==> src/rtl/sa_ctrl.sv <==
// sa_ctrl -- sequencing controller for a PE_SIZE x PE_SIZE systolic array.
//
// One tile runs as LOAD_W (weight preload, PE_SIZE cycles), STREAM (ifmap
// streaming, len cycles), DRAIN (2*PE_SIZE cycles for the skewed wavefront
// to leave the array), then a single DONE cycle that pulses done_o.
// The block carries no data: it only drives buffer read strobes/addresses
// and the array's enable lanes.
//
// Optional feature: define SA_CTRL_PERF_EN to add perf_cycles_o, the number
// of busy cycles of the last completed tile.

module sa_ctrl #(
    parameter int PE_SIZE    = 16,
    parameter int ADDR_WIDTH = 8,
    parameter int LEN_WIDTH  = 8
) (
    input  logic                  clk,
    input  logic                  rst,
    input  logic                  start_i,
    input  logic                  abort_i,
    input  logic [LEN_WIDTH-1:0]  ifmap_len_i,
    output logic                  busy_o,
    output logic                  done_o,
    output logic                  weight_rd_en_o,
    output logic [ADDR_WIDTH-1:0] weight_rd_addr_o,
    output logic                  ifmap_rd_en_o,
    output logic [ADDR_WIDTH-1:0] ifmap_rd_addr_o,
`ifdef SA_CTRL_PERF_EN
    output logic [31:0]           perf_cycles_o,
`endif
    output logic [PE_SIZE-1:0]    weight_en_col_o,
    output logic [PE_SIZE-1:0]    ifmap_en_row_o,
    output logic [PE_SIZE-1:0]    psum_en_row_o
);

    typedef enum logic [2:0] {
        ST_IDLE,
        ST_LOAD_W,
        ST_STREAM,
        ST_DRAIN,
        ST_DONE
    } state_e;

    // Drain counter only needs to reach 2*PE_SIZE-1.
    localparam int                    DRAIN_W    = $clog2(2 * PE_SIZE);
    localparam logic [DRAIN_W-1:0]    DRAIN_LAST = DRAIN_W'(2 * PE_SIZE - 1);
    localparam logic [ADDR_WIDTH-1:0] W_LAST     = ADDR_WIDTH'(PE_SIZE - 1);
    localparam logic [LEN_WIDTH-1:0]  LEN_ONE    = LEN_WIDTH'(1);

    state_e                  state_q;
    logic [LEN_WIDTH-1:0]    len_q;
    logic [DRAIN_W-1:0]      drain_cnt_q;
    logic                    busy_q;
    logic                    done_q;
    logic                    weight_rd_en_q;
    logic [ADDR_WIDTH-1:0]   weight_rd_addr_q;
    logic                    ifmap_rd_en_q;
    logic [ADDR_WIDTH-1:0]   ifmap_rd_addr_q;

    // Array-side delay line: weight enable lags the read strobe by one
    // cycle; skew_q[k] is the ifmap read strobe delayed by 1+k cycles.
    logic                    weight_en_q;
    logic [PE_SIZE-1:0]      skew_q;
    logic [PE_SIZE-1:0]      skew_d;
    logic [PE_SIZE-1:0]      row_en;

    // Last ifmap address of the tile; only consulted in STREAM, where
    // len_q is known to be non-zero.
    logic [ADDR_WIDTH-1:0]   len_last;
    assign len_last = ADDR_WIDTH'(len_q - LEN_ONE);

    // Tile sequencer: state plus every registered strobe/address output.
    always_ff @(posedge clk or posedge rst) begin
        // NOTE: state is written with <= so every register in this block
        // sees pre-edge values regardless of statement order.
        if (rst) begin
            state_q          <= ST_IDLE;
            len_q            <= '0;
            drain_cnt_q      <= '0;
            busy_q           <= 1'b0;
            done_q           <= 1'b0;
            weight_rd_en_q   <= 1'b0;
            weight_rd_addr_q <= '0;
            ifmap_rd_en_q    <= 1'b0;
            ifmap_rd_addr_q  <= '0;
        end else if (abort_i) begin
            // Abort beats everything, including a same-cycle start.
            state_q          <= ST_IDLE;
            drain_cnt_q      <= '0;
            busy_q           <= 1'b0;
            done_q           <= 1'b0;
            weight_rd_en_q   <= 1'b0;
            weight_rd_addr_q <= '0;
            ifmap_rd_en_q    <= 1'b0;
            ifmap_rd_addr_q  <= '0;
        end else begin
            unique case (state_q)
                ST_IDLE: begin
                    if (start_i) begin
                        len_q            <= ifmap_len_i;
                        state_q          <= ST_LOAD_W;
                        busy_q           <= 1'b1;
                        weight_rd_en_q   <= 1'b1;
                        weight_rd_addr_q <= '0;
                    end
                end

                ST_LOAD_W: begin
                    if (weight_rd_addr_q == W_LAST) begin
                        weight_rd_en_q   <= 1'b0;
                        weight_rd_addr_q <= '0;
                        if (len_q != '0) begin
                            state_q         <= ST_STREAM;
                            ifmap_rd_en_q   <= 1'b1;
                            ifmap_rd_addr_q <= '0;
                        end else begin
                            // Nothing to stream and nothing in flight.
                            state_q <= ST_DONE;
                            done_q  <= 1'b1;
                        end
                    end else begin
                        weight_rd_addr_q <= weight_rd_addr_q + 1'b1;
                    end
                end

                ST_STREAM: begin
                    if (ifmap_rd_addr_q == len_last) begin
                        state_q         <= ST_DRAIN;
                        ifmap_rd_en_q   <= 1'b0;
                        ifmap_rd_addr_q <= '0;
                        drain_cnt_q     <= '0;
                    end else begin
                        ifmap_rd_addr_q <= ifmap_rd_addr_q + 1'b1;
                    end
                end

                ST_DRAIN: begin
                    if (drain_cnt_q == DRAIN_LAST) begin
                        state_q     <= ST_DONE;
                        done_q      <= 1'b1;
                        drain_cnt_q <= '0;
                    end else begin
                        drain_cnt_q <= drain_cnt_q + 1'b1;
                    end
                end

                ST_DONE: begin
                    state_q <= ST_IDLE;
                    done_q  <= 1'b0;
                    busy_q  <= 1'b0;
                end

                default: begin
                    state_q          <= ST_IDLE;
                    busy_q           <= 1'b0;
                    done_q           <= 1'b0;
                    weight_rd_en_q   <= 1'b0;
                    weight_rd_addr_q <= '0;
                    ifmap_rd_en_q    <= 1'b0;
                    ifmap_rd_addr_q  <= '0;
                end
            endcase
        end
    end

    // Next skew value and lane-reversed view of the skew register.
    always_comb begin
        // NOTE: defaults first so no path through the block leaves a bit
        // unassigned, which would otherwise infer a latch.
        skew_d = '0;
        row_en = '0;
        skew_d[0] = ifmap_rd_en_q;
        for (int k = 1; k < PE_SIZE; k++) begin
            skew_d[k] = skew_q[k-1];
        end
        for (int k = 0; k < PE_SIZE; k++) begin
            row_en[PE_SIZE-1-k] = skew_q[k];
        end
    end

    // Enable delay line; keeps shifting through DRAIN/DONE so late lanes
    // finish, and is flushed by abort.
    always_ff @(posedge clk or posedge rst) begin
        if (rst) begin
            weight_en_q <= 1'b0;
            skew_q      <= '0;
        end else if (abort_i) begin
            weight_en_q <= 1'b0;
            skew_q      <= '0;
        end else begin
            weight_en_q <= weight_rd_en_q;
            skew_q      <= skew_d;
        end
    end

`ifdef SA_CTRL_PERF_EN
    logic [31:0] perf_cnt_q;
    logic [31:0] perf_cycles_q;

    // Busy-cycle counter; the DONE cycle itself is included in the
    // latched value.
    always_ff @(posedge clk or posedge rst) begin
        if (rst) begin
            perf_cnt_q    <= '0;
            perf_cycles_q <= '0;
        end else if (abort_i) begin
            perf_cnt_q <= '0;
        end else if (state_q == ST_IDLE && start_i) begin
            perf_cnt_q <= '0;
        end else if (busy_q) begin
            perf_cnt_q <= perf_cnt_q + 32'd1;
            if (state_q == ST_DONE) begin
                perf_cycles_q <= perf_cnt_q + 32'd1;
            end
        end
    end

    assign perf_cycles_o = perf_cycles_q;
`endif

    assign busy_o           = busy_q;
    assign done_o           = done_q;
    assign weight_rd_en_o   = weight_rd_en_q;
    assign weight_rd_addr_o = weight_rd_addr_q;
    assign ifmap_rd_en_o    = ifmap_rd_en_q;
    assign ifmap_rd_addr_o  = ifmap_rd_addr_q;
    assign weight_en_col_o  = {PE_SIZE{weight_en_q}};
    assign ifmap_en_row_o   = row_en;
    assign psum_en_row_o    = row_en;

endmodule
==> config.mk <==
export PLATFORM = sky130hd
export DESIGN_NAME = sa_ctrl
export DESIGN_NICKNAME = d
export VERILOG_FILES = /design/src/rtl/sa_ctrl.sv
export SDC_FILE = /design/constraint.sdc
export NUM_CORES = 1
export LEC_CHECK = 0
export BUFFER_PORTS_ARGS = -buffer_cell sky130_fd_sc_hd__buf_2
export CORE_MARGIN = 4
export CORE_UTILIZATION = 56
export CTS_CLUSTER_SIZE = 12
export DETAILED_ROUTE_END_ITERATION = 12
export HOLD_SLACK_MARGIN = 0.12
export PLACE_DENSITY = 0.83
export SYNTH_ARGS = -nofsm -noshare
export SYNTH_HDL_FRONTEND = slang
export SYNTH_SLANG_ARGS = --single-unit
==> constraint.sdc <==
create_clock -name clk -period 5.23 [get_ports clk]
set_clock_uncertainty 0.15 [all_clocks]
set_input_delay 0.523 -clock clk [delete_from_list [all_inputs] [get_ports clk]]
set_output_delay 0.523 -clock clk [all_outputs]
set_load 0.02 [all_outputs]
==> results.json, run 1 <==
{
  "synth_cell_types": 45,
  "slew_headroom": 0.290,
  "max_freq_mhz": 382,
  "critPathRequiredTime_ns": 5.28,
  "syn_nets": 285,
  "ys.flop_type": "dfrtp_1",
  "tns_ns": 0,
  "tightest_slew_ns": 1.06,
  "crit_path_max_incr_delay_ns": 0.45,
  "yosysWarnings": 0,
  "ant_nets": 0,
  "synth_edf_count": 0,
  "cp_top_family": "compound AO/OA/AOI/OAI gates",
  "cts_setup_buffers": 0,
  "instances_no_fill": 379,
  "cp_max_fo": 15,
  "syn2layout_area_growth_pct": 11.0,
  "fp.dieW_um": 78.7,
  "crit_chain": "inv_1, ha_1, xnor2_1, o2bb2ai_1, a2111oi_4, a31oi_2, and3_1, a221o_1",
  "total_power_mw": 1.05,
  "via_per_inst": 5.32,
  "switching_share": 0.322,
  "grt_pass1_wl_mm": 9.07,
  "wire_per_inst_um": 13.9,
  "synth_top_family_by_area": "simple AND/OR/NAND/NOR gates",
  "synth_xor_area_frac": 0.0469,
  "total_leakage_power_nw": 1.66,
  "finalCritPeriodShare": 0.501,
  "path_buf_inv": 1,
  "clk_path_buf_depth": 2,
  "postSynthCellCount": 267,
  "ys_ff_latch": 53,
  "end_kind": "register",
  "path_class": "register to register",
  "combPwrFrac": 0.252,
  "final-hold-violation-count": 0,
  "yosys.area_share.simple": 0.169,
  "ioPinCount": 80,
  "drc": 0,
  "dp_hpwl_mm": 3.88,
  "row_count": 25,
  "syn_area_per_cell_um2": 10.5,
  "cp-start-kind": "register",
  "cts_buffers": 5,
  "diodes": 0,
  "cts_tree": "yes",
  "nNetsFinal": 329,
  "status": "complete, no violations",
  "vias": 2017,
  "synth_area_um2": 2800,
  "antenna_found_initial": 0,
  "synth_compound_area_frac": 0.125,
  "dpl_cell_area_um2": 2990,
  "htree_levels": 2,
  "synthMuxAreaShare": 0.0438,
  "io_buffers": 79,
  "synthAdderAreaFrac": 0.0268,
  "postLayoutCellArea_um2": 3110,
  "core_area_um2": 4790,
  "gr-total-overflow": 0,
  "clkSinkCount": 53,
  "p_int_mw": 0.714,
  "clock_latency_ns": 0.31,
  "grt_max_degree": 54,
  "dp_cells": 371,
  "cpMaxStageDelayCell": "dfrtp_1",
  "drv_cap": 0,
  "gp_congestion": 0.841,
  "clkTransAtPathRegs_ns": 0.09,
  "p_per_area_nw_per_um2": 339,
  "arrival_ns": 2.67,
  "post_cts_resized": 0,
  "slew_violations": 0,
  "clkPwrFrac": 0.273,
  "cts_root_buffer": "clkbuf_8",
  "holdWs_ns": 0.290,
  "track_usage": 0.185,
  "dieArea_um2": 6200,
  "layout_min_cycle_time_ns": 2.62,
  "wl_mm": 5.26,
  "firstDrtPassIters": 4,
  "fill_cells": 402,
  "synthArstFlopShare": 1.00,
  "ys_seq_area_frac": 0.474,
  "power_switching_mw": 0.338,
  "die_y_um": 78.7,
  "rsz0062_at_grt": "no",
  "hold_path.class": "primary input to register",
  "postCtsHoldBufs": 0,
  "grt_pass1_vias": 1995,
  "vdd_drop_max_mv": 0.179,
  "pwr-share-seq": 0.474,
  "setup_viol": 0,
  "drtIter0Drc": 83,
  "initial_utilization": 0.585,
  "layout-drive-gt1-share": 0.349
}
-- cell usage in the layout, fill, tap and decap left out, types with 2 or more instances in the layout --
cell / Yosys / layout
nor2b_1: 18 / 18
a22o_1: 4 / 4
nor2_1: 17 / 17
dfrtp_1: 53 / 53
and3_1: 9 / 9
mux2_2: 10 / 10
clkbuf_8: 0 / 6
a21o_1: 2 / 2
nand2b_1: 3 / 3
nor3_1: 8 / 8
xnor2_1: 9 / 9
nand3b_1: 2 / 2
a31oi_1: 3 / 3
o21ai_0: 14 / 14
a22o_2: 2 / 2
inv_1: 8 / 7
a221o_1: 2 / 2
buf_2: 2 / 79
a21oi_1: 7 / 7
o2111ai_1: 2 / 2
nand2_1: 10 / 10
ha_1: 6 / 6
xor2_1: 6 / 6
nor4b_1: 2 / 2
o21ba_2: 2 / 2
nand3_1: 10 / 10
-- worst paths after layout --
check	startpoint	endpoint	slack (ns)	cells past startpoint
setup / recovery	len_q[0]$_DFFE_PP0P_	ifmap_rd_addr_o[6]$_DFFE_PP0P_	2.61	8
hold / removal	ifmap_len_i[4]	len_q[4]$_DFFE_PP0P_	0.29	2
setup reg to reg	len_q[0]$_DFFE_PP0P_	ifmap_rd_addr_o[6]$_DFFE_PP0P_	2.61	8
hold reg to reg	busy_o$_DFFE_PP0P_	busy_o$_DFFE_PP0P_	0.34	2
max in group asynchronous	rst	state_q[2]$_DFFE_PP0P_	3.96	2
min in group asynchronous	rst	weight_rd_addr_o[2]$_DFFE_PP0P_	0.32	2
-- flip-flops by register name (all words and copies together), names as in the netlist --
signal and flops:
skew_q 16, done_o 1, drain_cnt_q 5, busy_o 1
state_q 3, ifmap_rd_en_o 1, len_q 8, weight_rd_addr_o 8
ifmap_rd_addr_o 8, weight_en_q 1, weight_rd_en_o 1
-- through the flow --
stage	worst slack, ns	utilization
floorplan	2.92	-
global placement	2.73	0.624
detailed placement	2.62	0.624
CTS	2.62	0.649
global route	2.49	0.649
finish	2.61	0.649
-- synth_stat cells, types with 5 or more instances --
| master | n | area [um^2] |
|---|---|---|
| dfrtp_1 | 53 | 1330 |
| buf_4 | 33 | 248 |
| nor2b_1 | 18 | 113 |
| nor2_1 | 17 | 63.8 |
| o21ai_0 | 14 | 70.1 |
| mux2_2 | 10 | 113 |
| nand2_1 | 10 | 37.5 |
| nand3_1 | 10 | 50.1 |
| and3_1 | 9 | 56.3 |
| xnor2_1 | 9 | 78.8 |
| inv_1 | 8 | 30.0 |
| nor3_1 | 8 | 40.0 |
| a21oi_1 | 7 | 35.0 |
| ha_1 | 6 | 75.1 |
| xor2_1 | 6 | 52.6 |
| clkbuf_1 | 5 | 18.8 |
-- layer usage --
metal  share of wire  track usage  wire, um
met1            0.44        0.217      2330
met3           0.062       0.0420       326
met4           0.019       0.0787       100
met5               0            0         0
met2            0.48        0.324      2500
-- cells by family after synthesis --
family | count (synthesis)
adders and majority gates | 6
muxes | 11
and+or+nand+nor | 85
DFF | 53
xor gates and xnor gates | 15
AOI/OAI and AO/OA | 47
buffers and inverters | 50
-- final cells by class --
cell class	count	area, um^2	area share
Inverter	8	30.0	0.00966
Sequential cell	53	1330	0.427
Tap cell	67	83.8	0.0270
Clock buffer	6	82.6	0.0266
Timing Repair Buffer	79	395	0.127
Multi-Input combinational cell	164	1150	0.371
Clock inverter	2	37.5	0.0121
-- power by group through the flow --
stage	combinational, mW	sequential (mW)	clock, mW
after floorplan	0.227	0.504	0
after global placement	0.260	0.505	0
after detailed placement	0.268	0.508	0
after CTS	0.269	0.499	0.299
after global routing	0.296	0.508	0.316
final	0.266	0.499	0.288
Power figures use the tool's default switching activity.
==> run 2: changes to the inputs <==
- CORE_UTILIZATION: 56 -> 52
- PLACE_DENSITY: 0.83 -> 0.78
- clock period: 5.23 -> 2.7 ns (I/O delays scaled with it)
==> results.json, run 2 (synthesized netlist as in run 1, its figures left out) <==
{
  "ioPinCount": 80,
  "syn2layout_area_growth_pct": 14.3,
  "cts_root_buffer": "clkbuf_8",
  "slew_headroom": 0.607,
  "clk_path_buf_depth": 2,
  "p_per_area_nw_per_um2": 614,
  "drv_cap": 0,
  "fill_cells": 435,
  "power_switching_mw": 0.685,
  "io_buffers": 79,
  "layout_min_cycle_time_ns": 2.51,
  "antenna_found_initial": 0,
  "pwr-share-seq": 0.495,
  "arrival_ns": 2.55,
  "tns_ns": 0,
  "crit_path_max_incr_delay_ns": 0.46,
  "status": "complete, no violations",
  "end_kind": "register",
  "initial_utilization": 0.541,
  "holdWs_ns": 0.179,
  "vdd_drop_max_mv": 0.413,
  "path_class": "register to register",
  "vias": 2085,
  "clock_latency_ns": 0.31,
  "p_int_mw": 1.28,
  "total_leakage_power_nw": 1.70,
  "dp_cells": 376,
  "register_area_um2": 1330,
  "place_ws_ns": 0.209,
  "via_per_inst": 5.31,
  "tightest_slew_ns": 0.589,
  "final_util": 0.619,
  "wire_per_inst_um": 14.5,
  "wl_mm": 5.72,
  "dpl_cell_area_um2": 3020,
  "setup_viol": 0,
  "final_cell_mix": "buf_2, dfrtp_1, nor2b_1",
  "drc": 0,
  "switching_share": 0.349,
  "cts_buffers": 5,
  "cpMaxStageDelayCell": "dfrtp_1",
  "track_usage": 0.175,
  "grt_pass1_wl_mm": 8.98,
  "nNetsFinal": 340,
  "rsz0062_at_grt": "no",
  "core_area_um2": 5170,
  "total_power_mw": 1.96,
  "diodes": 0,
  "max_freq_mhz": 399,
  "finalCritPeriodShare": 0.929,
  "clkSinkCount": 53,
  "cp-start-kind": "register",
  "drtIter0Drc": 117,
  "die_y_um": 81.4,
  "final-hold-violation-count": 0,
  "multi_input_area_um2": 1150,
  "combPwrFrac": 0.275,
  "top_register": "skew_q",
  "cts_tree": "yes",
  "layout-drive-gt1-share": 0.344,
  "row_count": 26,
  "layout_commonest_cell": "buf_2",
  "postLayoutCellArea_um2": 3200,
  "clkTransAtPathRegs_ns": 0.09,
  "hold_path.class": "primary input to register",
  "instances_no_fill": 393,
  "htree_levels": 2,
  "crit_chain": "inv_1, ha_1, xnor2_1, o2bb2ai_1, a2111oi_4, a31oi_2, buf_4, a221o_1",
  "critPathRequiredTime_ns": 2.74,
  "gp_congestion": 0.784,
  "dieArea_um2": 6620,
  "slew_violations": 0,
  "ant_nets": 0,
  "grt_pass1_vias": 1887,
  "largest_register_ffs": 16,
  "gr-total-overflow": 0,
  "dp_hpwl_mm": 4.18,
  "finalWorstSetupSlack_ns": 0.192,
  "clkPwrFrac": 0.229,
  "cp_max_fo": 10,
  "firstDrtPassIters": 4,
  "fp.dieW_um": 81.4,
  "grt_max_degree": 29
}
run 2: power by group through the flow:
stage	Clock (mW)	Sequential, mW	Combinational (mW)
after floorplan	0	0.976	0.439
after global placement	0	0.978	0.515
after detailed placement	0	0.986	0.532
after CTS	0.459	0.970	0.543
after global routing	0.498	0.985	0.587
final	0.451	0.973	0.541
run 2: layer usage:
metal / up-vias / track usage / routed length (um)
li1: 997 / - / -
met5: - / 0 / 0
met3: 8 / 0.0377 / 353
met4: 0 / 0.0659 / 69
met1: 1011 / 0.243 / 2700
met2: 69 / 0.270 / 2590
run 2: path summary, 6_finish.rpt:
path                                 startpoint                              to  slack [ns]  cells after the start
setup / recovery           len_q[0]$_DFFE_PP0P_  ifmap_rd_addr_o[6]$_DFFE_PP0P_        0.19                      8
hold / removal                          start_i          state_q[0]$_DFFE_PP0P_        0.18                      3
setup reg to reg           len_q[0]$_DFFE_PP0P_  ifmap_rd_addr_o[6]$_DFFE_PP0P_        0.19                      8
hold reg to reg              busy_o$_DFFE_PP0P_              busy_o$_DFFE_PP0P_        0.34                      2
max in group asynchronous                   rst          state_q[0]$_DFFE_PP0P_        1.44                      4
min in group asynchronous                   rst            skew_q[13]$_DFF_PP0_        0.41                      3
run 2: final cells by class:
| class | instances | area share |
|---|---|---|
| Sequential cell | 53 | 0.414 |
| Multi-Input combinational cell | 164 | 0.360 |
| Timing Repair Buffer | 90 | 0.160 |
| Tap cell | 70 | 0.0274 |
| Clock buffer | 5 | 0.0215 |
| Inverter | 8 | 0.00938 |
| Clock inverter | 3 | 0.00704 |
run 2: timing repair:
| item | CTS | global route |
|---|---|---|
| hold buffers | 9 | 0 |
| gates resized for setup | 0 | 0 |
| setup buffers | 0 | 0 |
| setup endpoints to repair | 0 | 0 |
| hold endpoints to repair | 34 | 0 |
run 2: critical path, delay by kind of cell (launching register included):
family	cells	cell delay (ns)
XOR/XNOR	1	0.15
adder cells (fa/ha/maj)	1	0.27
flip-flops	1	0.46
buffers and inverters	2	0.31
AO/OA/AOI/OAI	4	1.05
